<file path="config.mk">
export PLATFORM = sky130hd
export DESIGN_NAME = thirty_two_bit_shift_add_multiplier
export DESIGN_NICKNAME = d
export VERILOG_FILES = /design/src/rtl/thirty_two_bit_shift_add_multiplier.sv
export SDC_FILE = /design/constraint.sdc
export NUM_CORES = 1
export LEC_CHECK = 0
export ABC_AREA = 1
export CAP_MARGIN = 20
export CORE_UTILIZATION = 57
export CTS_BUF_LIST = sky130_fd_sc_hd__clkbuf_4 sky130_fd_sc_hd__clkbuf_8
export DETAILED_ROUTE_END_ITERATION = 6
export PLACE_DENSITY = 0.81
export SYNTH_ARGS = -nofsm -noshare
export SYNTH_HDL_FRONTEND = slang
export SYNTH_SLANG_ARGS = --single-unit
export TNS_END_PERCENT = 100
</file>
<file path="constraint.sdc">
create_clock -name clk -period 2.3 [get_ports clk]
set_input_delay 0.23 -clock clk [delete_from_list [all_inputs] [get_ports clk]]
set_output_delay 0.23 -clock clk [all_outputs]
set_load 0.05 [all_outputs]
</file>
<file path="src/rtl/thirty_two_bit_shift_add_multiplier.sv">
// Unsigned WIDTH x WIDTH -> 2*WIDTH sequential shift-add multiplier, one multiplier bit per clock.
// Holds its own ripple adder instance; the adder's carry_out becomes the accumulator MSB each step.

module thirty_two_bit_full_adder #(
    parameter int WIDTH = 32
) (
    input  logic [WIDTH-1:0] a,
    input  logic [WIDTH-1:0] b,
    input  logic             carry_in,
    output logic [WIDTH-1:0] sum,
    output logic             carry_out
);
    assign {carry_out, sum} = {1'b0, a} + {1'b0, b} + {{WIDTH{1'b0}}, carry_in};
endmodule

module thirty_two_bit_shift_add_multiplier #(
    parameter int WIDTH = 32,
    parameter int CNT_W = 6
) (
    input  logic                 clk,
    input  logic                 rst,
    input  logic                 start,
    input  logic [WIDTH-1:0]     a,
    input  logic [WIDTH-1:0]     b,
    output logic                 busy,
    output logic                 done,
    output logic [2*WIDTH-1:0]   product
);
    typedef enum logic [1:0] {IDLE, RUN, DONE} state_t;

    state_t               state_q, state_d;
    logic [WIDTH-1:0]     mcand_q, mcand_d;
    logic [WIDTH-1:0]     acc_hi_q, acc_hi_d;
    logic [WIDTH-1:0]     acc_lo_q, acc_lo_d;
    logic [CNT_W-1:0]     cnt_q, cnt_d;
    logic [2*WIDTH-1:0]   product_q, product_d;

    logic [WIDTH-1:0]     add_sum;
    logic                 add_cout;
    logic [WIDTH-1:0]     step_s;
    logic                 step_c;
    logic [2*WIDTH-1:0]   step_acc;
    logic                 accept;
    logic                 last_step;

    thirty_two_bit_full_adder #(.WIDTH(WIDTH)) u_adder (
        .a         (acc_hi_q),
        .b         (mcand_q),
        .carry_in  (1'b0),
        .sum       (add_sum),
        .carry_out (add_cout)
    );

    assign accept    = start && ((state_q == IDLE) || (state_q == DONE));
    assign last_step = (cnt_q == CNT_W'(WIDTH - 1));

    // Add the multiplicand only when the current multiplier LSB is set, then shift the 65-bit value right.
    always_comb begin
        if (acc_lo_q[0]) begin
            step_c = add_cout;
            step_s = add_sum;
        end else begin
            step_c = 1'b0;
            step_s = acc_hi_q;
        end
        step_acc = {step_c, step_s, acc_lo_q[WIDTH-1:1]};
    end

    always_ff @(posedge clk) begin
        if (rst) begin
            state_q <= IDLE;
        end else begin
            state_q <= state_d;
        end
    end

    always_comb begin
        state_d = state_q;
        case (state_q)
            IDLE:    if (start) state_d = RUN;
            RUN:     if (last_step) state_d = DONE;
            DONE:    state_d = start ? RUN : IDLE;
            default: state_d = IDLE;
        endcase
    end

    always_comb begin
        busy = (state_q == RUN);
        done = (state_q == DONE);
    end

    always_comb begin
        mcand_d   = mcand_q;
        acc_hi_d  = acc_hi_q;
        acc_lo_d  = acc_lo_q;
        cnt_d     = cnt_q;
        product_d = product_q;
        if (accept) begin
            mcand_d  = a;
            acc_hi_d = '0;
            acc_lo_d = b;
            cnt_d    = '0;
        end else if (state_q == RUN) begin
            {acc_hi_d, acc_lo_d} = step_acc;
            cnt_d = cnt_q + CNT_W'(1);
            if (last_step) begin
                product_d = step_acc;
            end
        end
    end

    always_ff @(posedge clk) begin
        if (rst) begin
            mcand_q   <= '0;
            acc_hi_q  <= '0;
            acc_lo_q  <= '0;
            cnt_q     <= '0;
            product_q <= '0;
        end else begin
            mcand_q   <= mcand_d;
            acc_hi_q  <= acc_hi_d;
            acc_lo_q  <= acc_lo_d;
            cnt_q     <= cnt_d;
            product_q <= product_d;
        end
    end

    assign product = product_q;
endmodule

</file>
# Word-level counts from Yosys, hierarchy flattened
# Cells that the tools add are included.
[classes]
bitwise_logic = 1
n_eq_ne = 5
mux = 8
reduce_logical = 7
n_addsub = 2
[op_table]
columns = ["cell", "count"]
rows = [
  ["$mux 32", 3],
  ["$add 32x32->33", 1],
  ["$add 6x1->6 const B", 1],
  ["$eq 6x5->1 const B", 1],
  ["$pmux 2 s3", 1],
  ["$mux 2", 2],
  ["$reduce_and 3->1", 1],
  ["$eq 2x1->1 const B", 1],
  ["$eq 2x2->1 const B", 1],
  ["$logic_not 2->1", 1],
  ["$mux 1", 2],
  ["$ne 2x1->1 const B", 1],
  ["$ne 2x2->1 const B", 1],
  ["$reduce_and 2->1", 1],
  ["$reduce_bool 2->1", 1],
  ["$reduce_or 2->1", 1],
  ["$logic_and 1x1->1", 1],
  ["$logic_or 1x1->1", 1],
  ["$not 1->1", 1],
]
[totals]
word_cells = 29
ff_bits = 168
out_inout_bits = 66
inputBits = 67

# Logic depth before layout (Yosys ltp)
# Gate-level depths: netlist of run 1.
[depth]
ltp_word = 5
mapped_depth = 14
depth_no_buf = 14

# Modules after synthesis
# Synthesis of run 1 repeated with hierarchy kept, for this count alone.
[unflattened]
cells_unflattened = 1471
hier_area_um2 = 9267.6
[modules_own_cells]
columns = ["module", "cells_each", "instances", "seq_area_each_um2", "area_per_inst_um2"]
rows = [
  ["thirty_two_bit_shift_add_multiplier", 966, 1, 3363.2, 6874.1],
  ["thirty_two_bit_full_adder", 505, 1, 0.0, 2393.5],
]

# Least setup slack after synthesis of run 1
# OpenSTA, ideal clock, no wires.
[synth_timing]
path_kind = "flip-flop to flip-flop"
start = "reg mcand_q[0]"
end = "reg acc_hi_q[15]"
setup_time_ps = 109
t_required_ps = 2191
stages_incl_launch_ff = 14
t_arrival_ps = 1901
setup_slack_ps = 290
path_cell_list = "dfxtp_1 > ha_1 > fa_1 > nand3_1 > nand3_1 > nand2_1 > nand2_1 > nand2_1 > nand2_1 > or2_2 > nand3_1 > nand3_1 > nand2_1 > inv_1"
[synth_via]
elab_chain_cells = 2
[synth_rtl]
columns = ["item", "line_no", "text"]
rows = [
  ["start, declared", "32", "logic [WIDTH-1:0] mcand_q, mcand_d;"],
  ["start signal, assigned", "120", "mcand_q <= mcand_d;"],
  ["$add 32x32->33", "13", "assign {carry_out, sum} = {1'b0, a} + {1'b0, b} + {{WIDTH{1'b0}}, carry_in};"],
  ["$mux 32", "59", "if (acc_lo_q[0]) begin"],
  ["end signal, assigned", "121", "acc_hi_q <= acc_hi_d;"],
  ["end, declared", "33", "logic [WIDTH-1:0] acc_hi_q, acc_hi_d;"],
]
# No other way between the ends.
# A chain may end at the register's enable or synchronous reset.

# Worst setup path in the final report of run 1
[layout_timing]
start = "reg state_q[0]"
end = "out busy"
[layout_via]
elab_chain_cells = 1
[layout_rtl]
columns = ["item", "line_no", "text"]
rows = [
  ["start, declared", "31", "state_t state_q, state_d;"],
  ["start signal, assigned", "73", "state_q <= state_d;"],
  ["$eq 2x1->1", "88", "busy = (state_q == RUN);"],
  ["end, declared", "25", "output logic busy,"],
]
# No other way between the ends.

==> results of run 1 <==
## cells in the mapped netlist (7+ instances only)
| library cell | instances | area (µm²) |
|---|---|---|
| a21oi_1 | 67 | 335 |
| a31oi_1 | 31 | 194 |
| buf_1 | 7 | 26.3 |
| buf_2 | 15 | 75.1 |
| clkbuf_1 | 33 | 124 |
| dfxtp_1 | 168 | 3360 |
| ha_1 | 33 | 413 |
| inv_1 | 192 | 721 |
| nand2_1 | 467 | 1750 |
| nand3_1 | 91 | 455 |
| nor2_1 | 161 | 604 |
| nor3_1 | 11 | 55.1 |
| o21a_1 | 23 | 173 |
| o21ai_0 | 51 | 255 |
| o21bai_1 | 7 | 52.6 |
| xor2_1 | 7 | 61.3 |
## registers in the layout, summed over array words and instances (netlist names)
name and flops:
product 64, acc_hi_q 32, acc_lo_q 32, mcand_q 32
cnt_q 6, state_q 2
## where the power goes
| part | total [mW] | internal (mW) | leakage (nW) | switching, mW |
|---|---|---|---|---|
| registers | 3.13 | 3.03 | 1.37 | 0.0953 |
| logic | 0.959 | 0.382 | 3.63 | 0.577 |
| clock network | 2.19 | 0.936 | 0.211 | 1.26 |
| total | 6.28 | 4.35 | 5.21 | 1.93 |
## routing by layer
| layer | routed length [µm] | up-vias | global-route usage [%] | share of wire [%] |
|---|---|---|---|---|
| met5 | 0 | - | 0 | 0 |
| met4 | 634 | 0 | 11.3 | 2.6 |
| met3 | 1450 | 45 | 6.14 | 5.9 |
| met2 | 11700 | 248 | 55.4 | 48 |
| met1 | 10600 | 4087 | 36.6 | 43 |
| li1 | - | 4635 | - | - |
## through the flow
step	hold WS (ns)	instances
global route	0.326	1747
finish	0.321	1747
global placement	0.451	1714
CTS	0.298	1746
floorplan	0.385	1408
detailed placement	0.456	1714
## path summary, 6_finish.rpt
check / startpoint / end / slack, ns / cells after the start
max: state_q[0] / busy / 0.14 / 5
max reg2reg: acc_hi_q[0] / acc_hi_q[15] / 0.19 / 13
min: b[16] / acc_lo_q[16] / 0.32 / 3
min reg2reg: product[13] / product[13] / 0.47 / 2
## area by class of cell
class / count / area share [%]
inverters: 195 / 6.67
well taps: 211 / 2.40
clock inverters: 14 / 1.58
repair buffers: 154 / 14.0
clock buffers: 18 / 2.20
multi-input cells: 986 / 42.5
flip-flops and latches: 168 / 30.6
diodes: 1 / 0.0228
## critical path, stage by stage (launching register included)
cell,delay [ns]
dfxtp_1,0.36
inv_2,0.08
nor2_8,0.09
buf_6,0.34
buf_6,0.40
buf_12,0.19
## cell families after synthesis
kind of cell | count (synthesis)
compound gates | 197
xor+xnor | 11
fa+ha+maj | 34
buf+inv | 254
flops | 168
mux | 2
simple gates | 742
## repair_timing
action                                  4_1_cts  5_1_grt
gates resized for setup                       2        6
hold buffers                                  0        0
endpoints found under the setup margin        1       13
==> summary.txt, run 1 <==
Run status
  • Status: finished clean

Clock network
  • CTS H-tree lvls: 4
  • Root buf cell: clkbuf_8
  • Reg clk slew, reported paths: about 0.10 ns
  • Total setup buffers inserted after CTS: 0
  • CTS tree: yes
  • Clock sink total: 168
  • Num CTS Buffers: 17
  • Max Buffers Root-to-Sink: 2
  • Clk_lat worst skew: around 0.48 ns

Die
  • Row count: between 40 and 50
  • Chip Height: 128 µm
  • IO Pins: around 130
  • Die Wd: approximately 130 µm
  • Die Area: 16300 µm²
  • Core area: 15300 µm²
  • Effective utilization at floorplan: about three fifths

Timing
  • Final Slew Violations: 0
  • RSZ-0062 raised after global routing: no
  • Setup-failing EPs final: 0
  • TNS Setup: 0 ns
  • Fin crit share: 94.0%
  • Fin. Hold Viols: 0
  • Worst slew margin: 50.7%
  • Clk_skew: about 0.016 ns
  • Worst-Margin Slew: roughly 0.73 ns
  • Worst setup margin: approximately 0.14 ns
  • Fmax: 462 MHz
  • Final min period: 2.16 ns

Logic synthesis
  • Syn_nets: between 1500 and 2000
  • Synth Area in Compound Gates: ~13%
  • Synth Flop Type: dfxtp_1
  • Largest family of logic cells by synthesized area: simple AND/OR/NAND/NOR gates
  • Synth cell types: 37
  • Synthesized area: between 9000 and 10000 µm²
  • Post-Synth Simple-Gate Area: 32.9%
  • Yosys Warn Count: 0
  • XOR/XNOR share of the synthesized area: under 10%
  • Ys async rst share: 0%
  • Syn avg cell area: 6.39 µm²
  • Mapped Cells: about 1400
  • Number of synthesized flops with an enable pin: 0
  • Synthesized flop and latch total: 168
  • Post-synthesis mux area share: 0.222%
  • Seq/Total Area, Yosys: between 30% and 40%
  • Synth Area in Adders: about 4.8%

Finish
  • NumNets Final: between 1500 and 2000
  • Commonest non-fill, non-tap cell in the layout: nand2_1
  • Most frequent cells in the layout: nand2_1, inv_1, dfxtp_1
  • Final core area utilization: 71.7%
  • Area of the multi-input gates: roughly 4700 µm²
  • Fillers: 1375
  • FF+latch area: roughly 3400 µm²
  • Share of layout cells above drive strength 1: under 10%
  • Final instance area: between 10000 and 15000 µm²
  • Area grow syn2layout: 22.0%

Job
  • Max-cap violation count: 0

Critical path
  • CP max FO: 46
  • Data arrival, critical path: 1.93 ns
  • Type of origin of the critical path: flip-flop
  • Worst setup EP type: output port
  • Crit Path Class: reg2out
  • WP data required: about 2.1 ns

Route
  • Drt wl/cell: between 10 and 15 µm
  • Remaining routing DRC violations: 0
  • Post-route ant nets: 0
  • Starting DRT DRC Count: 480
  • Post-Route WL: about 24000 µm
  • DR pass1 iterations: 5
  • DR vias: around 9000
  • Vias/cell: slightly above 5

Global route
  • Initial antenna violation count: 1
  • GRT Residual Overflow: 0
  • Pin count of the biggest net entering global routing: 68
  • First-pass GRT wire length: about 40000 µm
  • Vias in the first global route: around 8500
  • GRT Resource Usage Total: 30.9%

Power
  • Pwr dens: 572 nW/µm²
  • Tot Pwr: ~6.3 mW
  • Peak supply drop: 0.460 mV
  • Leakage: ~5.2 nW

Worst hold path
  • HP Class: in2reg

Placement
  • PortBufs: 132
  • DP Area: between 10000 and 15000 µm²
  • Hpwl dp: roughly 18000 µm
  • Gpl congestion: around 0.92
  • DP Worst Slack: 0.136 ns
No activity file was read; power rests on OpenSTA's default activity.
==> inputs of run 2 (changes only) <==
CORE_MARGIN = 2   (was unset)
==> run 2 against run 1 <==
  * Sequential share of layout area grew 0.18 points
  * Critical path depth grew 9
  * Clock power fell by 5%
  * Setup slack better by 0.029 ns
  * Largest power group unchanged
  * Routed wire length down 0.71%
  * Combinational power about the same
  * Largest cell class unchanged
==> summary.txt, run 2 (synthesis gave the netlist of run 1 again) <==
Run status
  • Status: finished clean

Power
  • Seq pwr share: approximately 51%
  • Combinational Power Share: 15.6%
  • P_int: 4.25 mW
  • Peak supply drop: around 0.48 mV
  • Pwr dens: around 560 nW/µm²
  • Net switching power: about 1.9 mW
  • Leakage: about 5.2 nW
  • Clock share of power: roughly a third
  • Net Sw Frac: a little under a third

Global route
  • Pin count of the biggest net entering global routing: 90
  • GRT Residual Overflow: 0
  • First-pass GRT wire length: around 39000 µm
  • GRT Resource Usage Total: roughly 29%
  • Initial antenna violation count: 1
  • Vias in the first global route: about 8400

Placement
  • Gpl congestion: approximately 0.95
  • PortBufs: between 100 and 150
  • Hpwl dp: between 15000 and 20000 µm
  • DP Area: between 10000 and 15000 µm²

Route
  • Drt wl/cell: 13.9 µm
  • Post-route ant nets: 0
  • Remaining routing DRC violations: 0
  • DR vias: roughly 9000
  • DR pass1 iterations: 5
  • Post-Route WL: 24200 µm
  • Starting DRT DRC Count: 499
  • Vias/cell: 5.19

Clock network
  • Clock sink total: roughly 170
  • Num CTS Buffers: 17
  • Hold_buf cts: 0
  • Total setup buffers inserted after CTS: 0
  • Max Buffers Root-to-Sink: 2
  • CTS H-tree lvls: 4
  • Clk_lat worst skew: approximately 0.5 ns
  • Root buf cell: clkbuf_8
  • Reg clk slew, reported paths: between 0.1 and 0.15 ns
  • CTS tree: yes
  • # resized after CTS: 0

Critical path
  • Worst setup EP type: flip-flop
  • Critical path's largest stage delay: ~0.4 ns
  • CP max stage cell: ha_1
  • CP cell instances: ha_1 > nand2_1 > nand3_1 > nand2_1 > nand2_1 > nand2_1 > nand2_1 > nand2_1 > nand2_1 > nand2_1 > nand3_1 > nand3_1 > nand2_1 > inv_1
  • CP max FO: 7
  • Type of origin of the critical path: flip-flop
  • Crit Path Class: reg2reg
  • WP data required: 2.69 ns
  • CP dominant cell by count: nand2_1
  • Reg2Reg Setup Slack: ~0.17 ns
  • Data arrival, critical path: between 2 and 3 ns

Timing
  • Worst slew margin: a little over half
  • Setup-failing EPs final: 0
  • TNS Setup: 0 ns
  • Final Slew Violations: 0
  • Clk_skew: ~0.017 ns
  • Fin. Hold Viols: 0
  • Fmax: 469 MHz
  • Worst-Margin Slew: a little over 0.7 ns
  • RSZ-0062 raised after global routing: no
  • Fin crit share: between 90% and 100%
  • Final min period: between 2 and 2.5 ns

Finish
  • Final core area utilization: between 70% and 80%
  • Commonest non-fill, non-tap cell in the layout: nand2_1
  • Area grow syn2layout: 21.3%
  • Most frequent cells in the layout: nand2_1, inv_1, dfxtp_1
  • NumNets Final: ~1600
  • Final instance area: approximately 11000 µm²
  • Share of layout cells above drive strength 1: 4.43%
  • Max FFs per register: 64

Worst hold path
  • HP Class: in2reg

Die
  • IO Pins: approximately 130
  • Chip Height: 130 µm
  • Row count: 45
  • Core area: 15300 µm²
  • Effective utilization at floorplan: approximately three fifths
  • Die Area: approximately 17000 µm²
  • Die Wd: approximately 130 µm

Job
  • Max-cap violation count: 0
-- run 2: power groups by stage --
| stage | combinational (mW) | sequential (mW) | clock [mW] |
|---|---|---|---|
| after global placement | 0.933 | 3.18 | 0 |
| final | 0.962 | 3.12 | 2.08 |
| after detailed placement | 0.950 | 3.19 | 0 |
| after global routing | 1.08 | 3.14 | 2.23 |
| after floorplan | 0.638 | 3.16 | 0 |
| after CTS | 0.956 | 3.12 | 2.10 |
-- run 2: metal layers --
| metal | wire length (µm) | share of wire (%) | vias to the layer above | track usage (%) |
|---|---|---|---|---|
| met5 | 0 | 0 | - | 0 |
| met4 | 577 | 2.4 | 0 | 10.2 |
| met3 | 1440 | 5.9 | 52 | 7.84 |
| met2 | 11400 | 47 | 235 | 48.9 |
| met1 | 10800 | 45 | 4143 | 36.9 |
| li1 | - | - | 4633 | - |
-- run 2: metrics by stage --
stage / instances / worst slack (ns) / hold slack [ns] / total power, mW
after floorplan: 1408 / 0.290 / 0.385 / 3.80
after global placement: 1713 / 0.191 / 0.451 / 4.12
after detailed placement: 1713 / 0.145 / 0.456 / 4.14
after CTS: 1745 / 0.101 / 0.298 / 6.18
after global routing: 1746 / 0.00893 / 0.297 / 6.45
final: 1746 / 0.167 / 0.304 / 6.16
-- run 2: final cells by class --
class                      instances  area [µm²]
timing repair buffer             153        1510
clock buffer                      19         255
tap                              211         264
antenna                            1        2.50
multi-input combinational        986        4660
clock inverter                    13         129
inverter                         195         732
fill                            1408        4400
sequential                       168        3360
-- run 2: critical path: cells and delay by family, from the launching register on --
family | cells | cell delay, ns
flops | 1 | 0.34
simple gates | 12 | 1.26
buf+inv | 1 | 0.03
fa+ha+maj | 1 | 0.40
-- run 2: path summary, 6_finish.rpt --
check / endpoint / cells after the start / start
min: acc_lo_q[9] / 3 / b[9]
max: product[60] / 14 / mcand_q[2]
min reg2reg: product[12] / 2 / product[12]
max reg2reg: product[60] / 14 / mcand_q[2]
